<file path="config.mk">
export PLATFORM = sky130hd
export DESIGN_NAME = decode_grf_scoreboard_flat
export DESIGN_NICKNAME = d
export VERILOG_FILES = /design/src/rtl/decode_grf_scoreboard_pkg.sv /design/src/rtl/decode_grf_scoreboard_if.sv /design/src/rtl/decode_grf_scoreboard_grf_bank.sv /design/src/rtl/decode_grf_scoreboard.sv /design/src/flat_wrapper.sv
export SDC_FILE = /design/constraint.sdc
export NUM_CORES = 2
export LEC_CHECK = 0
export BUFFER_PORTS_ARGS = -buffer_cell sky130_fd_sc_hd__buf_2
export CORE_ASPECT_RATIO = 1.5
export CORE_MARGIN = 2
export CORE_UTILIZATION = 50
export DETAILED_ROUTE_END_ITERATION = 10
export PLACE_DENSITY = 0.65
export SLEW_MARGIN = 20
export SYNTH_ARGS = -nofsm -noshare
export SYNTH_HDL_FRONTEND = slang
export SYNTH_SLANG_ARGS = --single-unit
</file>
<file path="constraint.sdc">
create_clock -name clk -period 4.8 [get_ports clk]
set_input_delay 0.96 -clock clk [delete_from_list [all_inputs] [get_ports clk]]
set_output_delay 0.96 -clock clk [all_outputs]
set_load 0.05 [all_outputs]
</file>
<file path="src/rtl/decode_grf_scoreboard_pkg.sv">
// Shared constants and Tnew/Tuse encodings for the decode-stage register file and scoreboard.
package decode_grf_scoreboard_pkg;

    localparam int DATA_W_DEF = 32;
    localparam int ADDR_W_DEF = 5;
    localparam int NRD_DEF    = 2;
    localparam int TNEW_W_DEF = 2;

    // Register 0 is hardwired: reads return 0, writes and issues to it are ignored
    localparam int REG_ZERO = 0;

    // Tnew/Tuse encoding at the default width: cycles until produced/consumed
    typedef enum logic [TNEW_W_DEF-1:0] {
        T_NOW = 2'd0,
        T_1   = 2'd1,
        T_2   = 2'd2,
        T_3   = 2'd3
    } tcycles_e;

endpackage

</file>
<file path="src/rtl/decode_grf_scoreboard_if.sv">
// Decode-stage bundle: read ports, issue request, stall and writeback between pipeline and GRF.
interface decode_grf_scoreboard_if
    import decode_grf_scoreboard_pkg::*;
#(
    parameter int DATA_W = DATA_W_DEF,
    parameter int ADDR_W = ADDR_W_DEF,
    parameter int NRD    = NRD_DEF,
    parameter int TNEW_W = TNEW_W_DEF
) ();

    logic [NRD*ADDR_W-1:0] rd_addr;
    logic [NRD*TNEW_W-1:0] rd_tuse;
    logic [NRD*DATA_W-1:0] rd_data;
    logic                  issue_valid;
    logic [ADDR_W-1:0]     issue_dst;
    logic [TNEW_W-1:0]     issue_tnew;
    logic                  stall;
    logic                  wb_we;
    logic [ADDR_W-1:0]     wb_addr;
    logic [DATA_W-1:0]     wb_data;
    logic [31:0]           wb_pc;

    // Pipeline side
    modport master (
        output rd_addr, rd_tuse, issue_valid, issue_dst, issue_tnew,
        output wb_we, wb_addr, wb_data, wb_pc,
        input  rd_data, stall
    );

    // Register file / scoreboard side
    modport slave (
        input  rd_addr, rd_tuse, issue_valid, issue_dst, issue_tnew,
        input  wb_we, wb_addr, wb_data, wb_pc,
        output rd_data, stall
    );

endinterface

</file>
<file path="src/rtl/decode_grf_scoreboard_grf_bank.sv">
// Register storage with one write port and NRD write-through bypassed read ports.
// Define GRF_TRACE_EN to print every accepted write with its PC.
module grf_bank
    import decode_grf_scoreboard_pkg::*;
#(
    parameter int DATA_W = DATA_W_DEF,
    parameter int ADDR_W = ADDR_W_DEF,
    parameter int NRD    = NRD_DEF
) (
    input  logic                  clk,
    input  logic                  reset,
    input  logic                  we,
    input  logic [ADDR_W-1:0]     waddr,
    input  logic [DATA_W-1:0]     wdata,
    input  logic [31:0]           wpc,
    input  logic [NRD*ADDR_W-1:0] raddr,
    output logic [NRD*DATA_W-1:0] rdata
);

    localparam int NREG = 2 ** ADDR_W;

    logic [DATA_W-1:0] regs [NREG];
    logic              wr_ok;

    assign wr_ok = we && (waddr != ADDR_W'(REG_ZERO));

    // NOTE: the array is reset because a mid-run reset must leave every register at 0;
    // this keeps it in flops rather than a RAM macro, which a register file wants anyway.
    always_ff @(posedge clk) begin
        if (!reset) begin
            regs <= '{default: '0};
        end else if (wr_ok) begin
            // NOTE: non-blocking so reads in the same cycle see the old value; the bypass
            // below supplies the new one combinationally.
            regs[waddr] <= wdata;
        end
    end

    for (genvar i = 0; i < NRD; i++) begin : g_rd
        logic [ADDR_W-1:0] a;
        assign a = raddr[i*ADDR_W +: ADDR_W];
        assign rdata[i*DATA_W +: DATA_W] =
            (a == ADDR_W'(REG_ZERO)) ? '0     :
            (we && waddr == a)       ? wdata  :
                                       regs[a];
    end

`ifdef GRF_TRACE_EN
    always_ff @(posedge clk) begin
        if (reset && wr_ok) begin
            $display("@%h: $%d <= %h", wpc, waddr, wdata);
        end
    end
`else
    logic unused_wpc;
    assign unused_wpc = ^wpc;
`endif

endmodule

</file>
<file path="src/rtl/decode_grf_scoreboard.sv">
// Decode-stage GRF with per-register Tnew scoreboard, stall generation and stall counter.
// Define GRF_TRACE_EN to enable the writeback trace in grf_bank.
module decode_grf_scoreboard
    import decode_grf_scoreboard_pkg::*;
#(
    parameter int DATA_W = DATA_W_DEF,
    parameter int ADDR_W = ADDR_W_DEF,
    parameter int NRD    = NRD_DEF,
    parameter int TNEW_W = TNEW_W_DEF
) (
    input  logic                     clk,
    input  logic                     reset,
    decode_grf_scoreboard_if.slave   bus,
    output logic [31:0]              stall_cnt
);

    localparam int NREG = 2 ** ADDR_W;

    logic [TNEW_W-1:0] cnt [NREG];
    logic              stall;
    logic              issue_ok;

    grf_bank #(
        .DATA_W (DATA_W),
        .ADDR_W (ADDR_W),
        .NRD    (NRD)
    ) u_bank (
        .clk   (clk),
        .reset (reset),
        .we    (bus.wb_we),
        .waddr (bus.wb_addr),
        .wdata (bus.wb_data),
        .wpc   (bus.wb_pc),
        .raddr (bus.rd_addr),
        .rdata (bus.rd_data)
    );

    // A port hazards when its producer is still further away than its consumer
    always_comb begin
        // NOTE: default first so no path leaves stall unassigned and infers a latch.
        stall = 1'b0;
        for (int i = 0; i < NRD; i++) begin
            if (bus.rd_addr[i*ADDR_W +: ADDR_W] != ADDR_W'(REG_ZERO) &&
                cnt[bus.rd_addr[i*ADDR_W +: ADDR_W]] > bus.rd_tuse[i*TNEW_W +: TNEW_W]) begin
                stall = 1'b1;
            end
        end
    end

    assign bus.stall = stall;
    assign issue_ok  = bus.issue_valid && !stall;

    // cnt[0] is only ever cleared, so register 0 never hazards
    always_ff @(posedge clk) begin
        if (!reset) begin
            cnt       <= '{default: '0};
            stall_cnt <= '0;
        end else begin
            for (int r = 1; r < NREG; r++) begin
                if (issue_ok && bus.issue_dst == ADDR_W'(r)) begin
                    cnt[r] <= bus.issue_tnew;
                end else if (cnt[r] != '0) begin
                    cnt[r] <= cnt[r] - 1'b1;
                end
            end
            if (stall && stall_cnt != '1) begin
                stall_cnt <= stall_cnt + 32'd1;
            end
        end
    end

endmodule

</file>
<file path="src/flat_wrapper.sv">
// flat-port wrapper written by rule: the top's interface ports become plain ports
module decode_grf_scoreboard_flat import decode_grf_scoreboard_pkg::*;
#(
    parameter int DATA_W = DATA_W_DEF,
    parameter int ADDR_W = ADDR_W_DEF,
    parameter int NRD    = NRD_DEF,
    parameter int TNEW_W = TNEW_W_DEF
)
  (clk, reset, stall_cnt, bus_rd_addr, bus_rd_tuse, bus_issue_valid, bus_issue_dst, bus_issue_tnew, bus_wb_we, bus_wb_addr, bus_wb_data, bus_wb_pc, bus_rd_data, bus_stall);
  decode_grf_scoreboard_if #(.DATA_W(DATA_W), .ADDR_W(ADDR_W), .NRD(NRD), .TNEW_W(TNEW_W)) bus_i ();
  input  logic clk;
  input  logic reset;
  output logic [31:0] stall_cnt;
  input wire logic [$bits(bus_i.rd_addr)-1:0] bus_rd_addr;
  input wire logic [$bits(bus_i.rd_tuse)-1:0] bus_rd_tuse;
  input wire logic [$bits(bus_i.issue_valid)-1:0] bus_issue_valid;
  input wire logic [$bits(bus_i.issue_dst)-1:0] bus_issue_dst;
  input wire logic [$bits(bus_i.issue_tnew)-1:0] bus_issue_tnew;
  input wire logic [$bits(bus_i.wb_we)-1:0] bus_wb_we;
  input wire logic [$bits(bus_i.wb_addr)-1:0] bus_wb_addr;
  input wire logic [$bits(bus_i.wb_data)-1:0] bus_wb_data;
  input wire logic [$bits(bus_i.wb_pc)-1:0] bus_wb_pc;
  output wire logic [$bits(bus_i.rd_data)-1:0] bus_rd_data;
  output wire logic [$bits(bus_i.stall)-1:0] bus_stall;
  assign bus_i.rd_addr = bus_rd_addr;
  assign bus_i.rd_tuse = bus_rd_tuse;
  assign bus_i.issue_valid = bus_issue_valid;
  assign bus_i.issue_dst = bus_issue_dst;
  assign bus_i.issue_tnew = bus_issue_tnew;
  assign bus_i.wb_we = bus_wb_we;
  assign bus_i.wb_addr = bus_wb_addr;
  assign bus_i.wb_data = bus_wb_data;
  assign bus_i.wb_pc = bus_wb_pc;
  assign bus_rd_data = bus_i.rd_data;
  assign bus_stall = bus_i.stall;
  decode_grf_scoreboard #(.DATA_W(DATA_W), .ADDR_W(ADDR_W), .NRD(NRD), .TNEW_W(TNEW_W)) u_core (.clk(clk), .reset(reset), .bus(bus_i), .stall_cnt(stall_cnt));
endmodule
</file>
# Word level (Yosys, flattened, before mapping)
# Cells that the tools add are included.
classes:
  n_addsub: 32
  n_eq_ne: 34
  magnitude_cmp: 6
  shifts: 0
  bitwise_logic: 3
  mux: 83
  n_reduce_logical: 107
  div_mod_pow: 0
  n_mul: 0
op_table:
  columns: ["cell", "n"]
  rows:
  - ["$bwmux 1024", 1]
  - ["$bmux 32 s5", 2]
  - ["$mux 32", 9]
  - ["$demux 32 s5", 1]
  - ["$mux 2", 66]
  - ["$reduce_bool 2->1", 62]
  - ["$eq 5x5->1 const B", 16]
  - ["$sub 2x1->2 const B", 31]
  - ["$eq 5x4->1 const B", 8]
  - ["$logic_and 1x1->1", 39]
  - ["$add 32x1->32 const B", 1]
  - ["$ne 32x32->1 const B", 1]
  - ["$bmux 2 s5", 2]
  - ["$eq 5x3->1 const B", 4]
  - ["$ge 6x6->1 const B", 3]
  - ["$not 5->6", 3]
  - ["$reduce_bool 5->1", 3]
  - ["$eq 5x2->1 const B", 2]
  - ["$eq 5x5->1", 2]
  - ["$logic_not 5->1", 2]
  - ["$lt 6x1->1 const B", 1]
  - ["$eq 5x1->1 const B", 1]
  - ["$gt 2x2->1", 2]
  - ["$mux 1", 2]
  - ["$logic_not 1->1", 1]
word_totals:
  reg_bits: 1118
  n_memories: 0
  ram_bits: 0
  rom_bits: 0
  latch_bits: 0
  out_inout_bits: 97

# Depth between registers and ports, before layout
depth:
  ltp_word: 12
  ltp_mapped: 18

# Cells and area by module
# A second synthesis with hierarchy kept.
unflattened:
  cells_unflattened: 7020
  area_unflattened_um2: 61596.6
by_module_without_submodules:
  columns: ["module", "n_inst", "area_each_um2", "cells_each"]
  rows:
  - ["grf_bank", 1, 54900.2, 6208]
  - ["decode_grf_scoreboard", 1, 6696.4, 812]

# Worst setup path before layout
# No wires, ideal clock.
synth_path:
  kind: "input-to-output"
  startpoint: "input port bus_rd_addr[5]"
  endpoint: "output port bus_stall"
  arrival_ps: 3690
  cell_stages: 11
  setup_slack_ps: 150
  cell_sequence: "buf_2 buf_2 mux4_2 mux4_2 mux2_2 ha_1 nor2b_1 a2bb2oi_1 o2bb2ai_2 buf_6 buf_6"
synth_via:
  elab_chain_cells: 7
  elab_cells_between_ends: 8
synth_rtl:
  columns: ["item", "line", "rtl"]
  rows:
  - ["start, declared", "flat_wrapper.sv:14", "input wire logic [$bits(bus_i.rd_addr)-1:0] bus_rd_addr;"]
  - ["$not 5->6 (not written as such)", "decode_grf_scoreboard.sv:44", "cnt[bus.rd_addr[i*ADDR_W +: ADDR_W]] > bus.rd_tuse[i*TNEW_W +: TNEW_W]) begin"]
  - ["$bmux 2 s5", "decode_grf_scoreboard.sv:44", null]
  - ["$mux 2 (not written as such) (2 in series)", "decode_grf_scoreboard.sv:44", null]
  - ["$gt 2x2->1", "decode_grf_scoreboard.sv:44", null]
  - ["$logic_and 1x1->1 (*)", "decode_grf_scoreboard.sv:43", "if (bus.rd_addr[i*ADDR_W +: ADDR_W] != ADDR_W'(REG_ZERO) &&"]
  - ["$mux 1 (*)", "decode_grf_scoreboard.sv:43", null]
  - ["end, declared", "flat_wrapper.sv:24", "output wire logic [$bits(bus_i.stall)-1:0] bus_stall;"]
# Mark *: on every way between the ends. The rest lies on a longest branch, timed or not. The select of a mux whose other input is x is not followed.

# Final worst setup path
# Ends and elaborated chain as after synthesis.

==> metrics.md <==
| Metric | Value |
|---|---|
| Status | `completed` |
| Die span in x | `283 um` |
| Yosys warns | `0` |
| Via count | `54200` |
| CTS Buf Count | `107` |
| Final Hold Fails | `0` |
| Root buf cell | `clkbuf_16` |
| Worst Path Arrival | `3.72 ns` |
| Wire length per cell | `28.5 um` |
| HPWL Detailed | `145000 um` |
| Main synth FF type | `dfxtp_1` |
| Via density | `6.59` |
| First-pass GRT wire length | `339000 um` |
| Layout overhead on the synthesized area | `12.3%` |
| FF+latch count, synth | `1118` |
| Post-Route WL | `roughly 230000 um` |
| Non-Filler Instances | `slightly above 8000` |
| Fraction of the mapped netlist area in adder cells | `0.00770` |
| Max VDD drop | `0.341 mV` |
| Total global routing overflow | `0` |
| Seq/Total Area, Yosys | `0.382` |
| DIE AREA | `120000 um2` |
| Tcrit/Tclk final | `0.974` |
| Worst-Skew Late Latency | `about 0.77 ns` |
| Number of synthesized flops with an enable pin | `0` |
| Register-to-Register Path Depth | `11` |
| Setup Skew | `0.0231 ns` |
| IO Port Bufs | `158` |
| First DRT Iteration DRCs | `7354` |
| Area of the core | `116000 um2` |
| Post-DP Area | `62100 um2` |
| Post-synthesis mux area share | `0.237` |
| Initial antenna violation count | `13` |
| Final setup TNS | `0 ns` |
| HP Class | `reg -> reg` |
| Post-route cell area | `65700 um2` |
| Min Tclk post-route | `approximately 4.7 ns` |
| # placed instances | `8021` |
| Post-CTS setup buffer count | `0` |
| Largest family of logic cells by synthesized area | `multiplexers` |
| Clk slew on worst S/H paths | `0.06 ns` |
| Critical path type | `in -> out` |
| Max-cap viol count | `0` |
| CP required | `around 3.8 ns` |
| Startpoint Class | `input port` |
| Max clock buf depth | `3` |
| Slew Viols, Final | `0` |
| CTS tree | `done` |
| Post-synthesis compound-gate area fraction | `0.142` |
| Hold-critical path depth | `2` |
| Fin Hold WS | `~0.46 ns` |
| Largest net degree at the start of global routing | `roughly 130` |
| H-tree depth | `3` |
| GP Congestion | `a little over 0.9` |
| Worst Setup End Kind | `primary output` |
| Die height | `423 um` |
| Syn_nets | `6877` |
| Synth cell types | `57` |
| Synth Area in XOR/XNOR | `0.00733` |
| Maximum clock rate | `214 MHz` |
| Mean Syn Cell Area | `8.67 um2` |
| Final ANT Viol Nets | `0` |
| Power Total | `around 23000 uW` |
| Filler Cell Count | `10300` |
| Pleak | `0.0221 uW` |
| Vias in the first global route | `between 50000 and 60000` |
| Post-synthesis cell count | `6747` |
| Tot GR Track Use | `0.381` |
| Unrepaired setup endpoints after global routing | `false` |
| Initial DRT Pass Iterations | `6` |
| Relative slew slack | `0.143` |
| Share of cells above drive strength 1 | `0.187` |
| Synth Area in Simple Gates | `0.172` |
| Post-synth ARST share | `0` |
| Setup violators final | `0` |
| # rows | `153` |
| Synth Cell Area | `58500 um2` |
| Net count, final | `6710` |
| Residual DRC count | `0` |
| Crit Path Max Fanout | `18` |
| Actual transition at the worst max-transition pin | `approximately 1.3 ns` |
| Number of I/O pins | `~190` |
| Sink Count | `1118` |
| Power density over cell area | `344 nW/um2` |
| Initial Util | `0.505` |
-- power breakdown --
part / total (uW) / switching, uW / internal [uW]
Combinational: 3690 / 2230 / 1460
Clock: 9070 / 3980 / 5090
Sequential: 9870 / 294 / 9570
-- cell type report --
class / instances / area (um2) / area share
Antenna cell: 8 / 20.0 / 0.000304
Timing Repair Buffer: 410 / 3990 / 0.0607
Multi-Input combinational cell: 4873 / 33500 / 0.510
Sequential cell: 1118 / 22400 / 0.340
Clock inverter: 34 / 517 / 0.00786
Clock buffer: 165 / 3130 / 0.0475
Tap cell: 1550 / 1940 / 0.0295
Inverter: 70 / 270 / 0.00411
-- Yosys cell counts (18+ instances only) --
library cell  number  area (um2)
nand2_1         2137        8020
buf_1             36         135
o211ai_1          27         203
nor2_1            88         330
and2_1            41         257
buf_2             74         370
xor2_1            20         175
nand3_1           66         330
clkbuf_1         542        2030
a21oi_1         1065        5330
o22ai_1           79         494
o21ai_0          148         741
mux2i_1          287        2870
nor2b_1           19         119
o221a_2           31         349
or3_1             20         125
mux2_2            61         687
o32a_1            23         230
nor2_4            18         203
mux4_2           459       10300
xnor2_1           29         254
a22oi_1           53         398
a31oi_1           26         163
ha_1              36         450
clkbuf_2          27         135
inv_1             68         255
dfxtp_1         1118       22400
-- cells by family (layout without fill, tap and decap cells) --
family,count (synthesis),count (layout)
fa+ha+maj,36,36
mux,807,807
compound gates,1502,1502
buf+inv,756,679
flops,1118,1118
xor+xnor,49,49
simple gates,2479,2479
other cells,0,8
-- registers in the layout, summed over array words and instances (netlist names) --
register / count
u_core.cnt: 62
u_core.stall_cnt: 32
u_core.u_bank.regs: 1024
-- critical path: stages --
cell	delay, ns
buf_8	0.20
mux4_2	0.56
mux4_2	0.47
mux2_2	0.27
ha_1	0.30
nor2b_1	0.15
a2bb2oi_1	0.23
o2bb2ai_2	0.22
buf_2	0.33
-- repair_timing --
action	4_1_cts	5_1_grt
cloned	0	0
hold endpoints to repair	0	0
hold buffers	0	0
setup endpoints to repair	1	1
gates resized for setup	1	1
-- stage by stage --
| stage | setup WS, ns | utilization |
|---|---|---|
| after floorplan | 0.150 | - |
| after global placement | 0.00385 | 0.535 |
| after detailed placement | 0.00160 | 0.535 |
| after CTS | 0.0750 | 0.567 |
| after global routing | 0.00337 | 0.567 |
| final | 0.125 | 0.567 |
-- per-layer routing --
metal	wire length, um	track usage	vias up
met2	106000	0.591	3773
met1	80500	0.452	26100
met5	73	0	-
li1	-	-	23200
met3	27500	0.0966	1122
met4	20900	0.297	12
-- worst paths after layout --
kind | startpoint | slack (ns) | to
worst min register to register | u_core.u_bank.regs[41] | 0.46 | u_core.u_bank.regs[41]
worst min-delay path | u_core.u_bank.regs[41] | 0.46 | u_core.u_bank.regs[41]
worst max-delay path | bus_rd_addr[5] | 0.12 | bus_stall
worst max register to register | u_core.cnt[35] | 0.97 | u_core.stall_cnt[16]
-- cell usage in the layout, fill, tap and decap left out, types with 20 or more instances in the layout --
| master | count |
|---|---|
| nor2_4 | 49 |
| o221a_2 | 31 |
| xor2_1 | 20 |
| buf_4 | 195 |
| dfxtp_1 | 1118 |
| clkbuf_1 | 35 |
| ha_1 | 36 |
| o211ai_1 | 27 |
| xnor2_1 | 29 |
| nand2_2 | 31 |
| a21oi_1 | 1065 |
| buf_12 | 93 |
| nand2_1 | 2106 |
| and2_1 | 38 |
| o21ai_0 | 148 |
| mux2_2 | 61 |
| a22oi_1 | 53 |
| buf_2 | 116 |
| nor2_1 | 55 |
| nand3_1 | 64 |
| a31oi_1 | 26 |
| clkbuf_16 | 107 |
| mux4_2 | 459 |
| mux2i_1 | 287 |
| inv_1 | 68 |
| or3_1 | 20 |
| o22ai_1 | 79 |
| o32a_1 | 23 |
| clkbuf_8 | 23 |
Note: power is estimated with default switching activity, not from simulation.
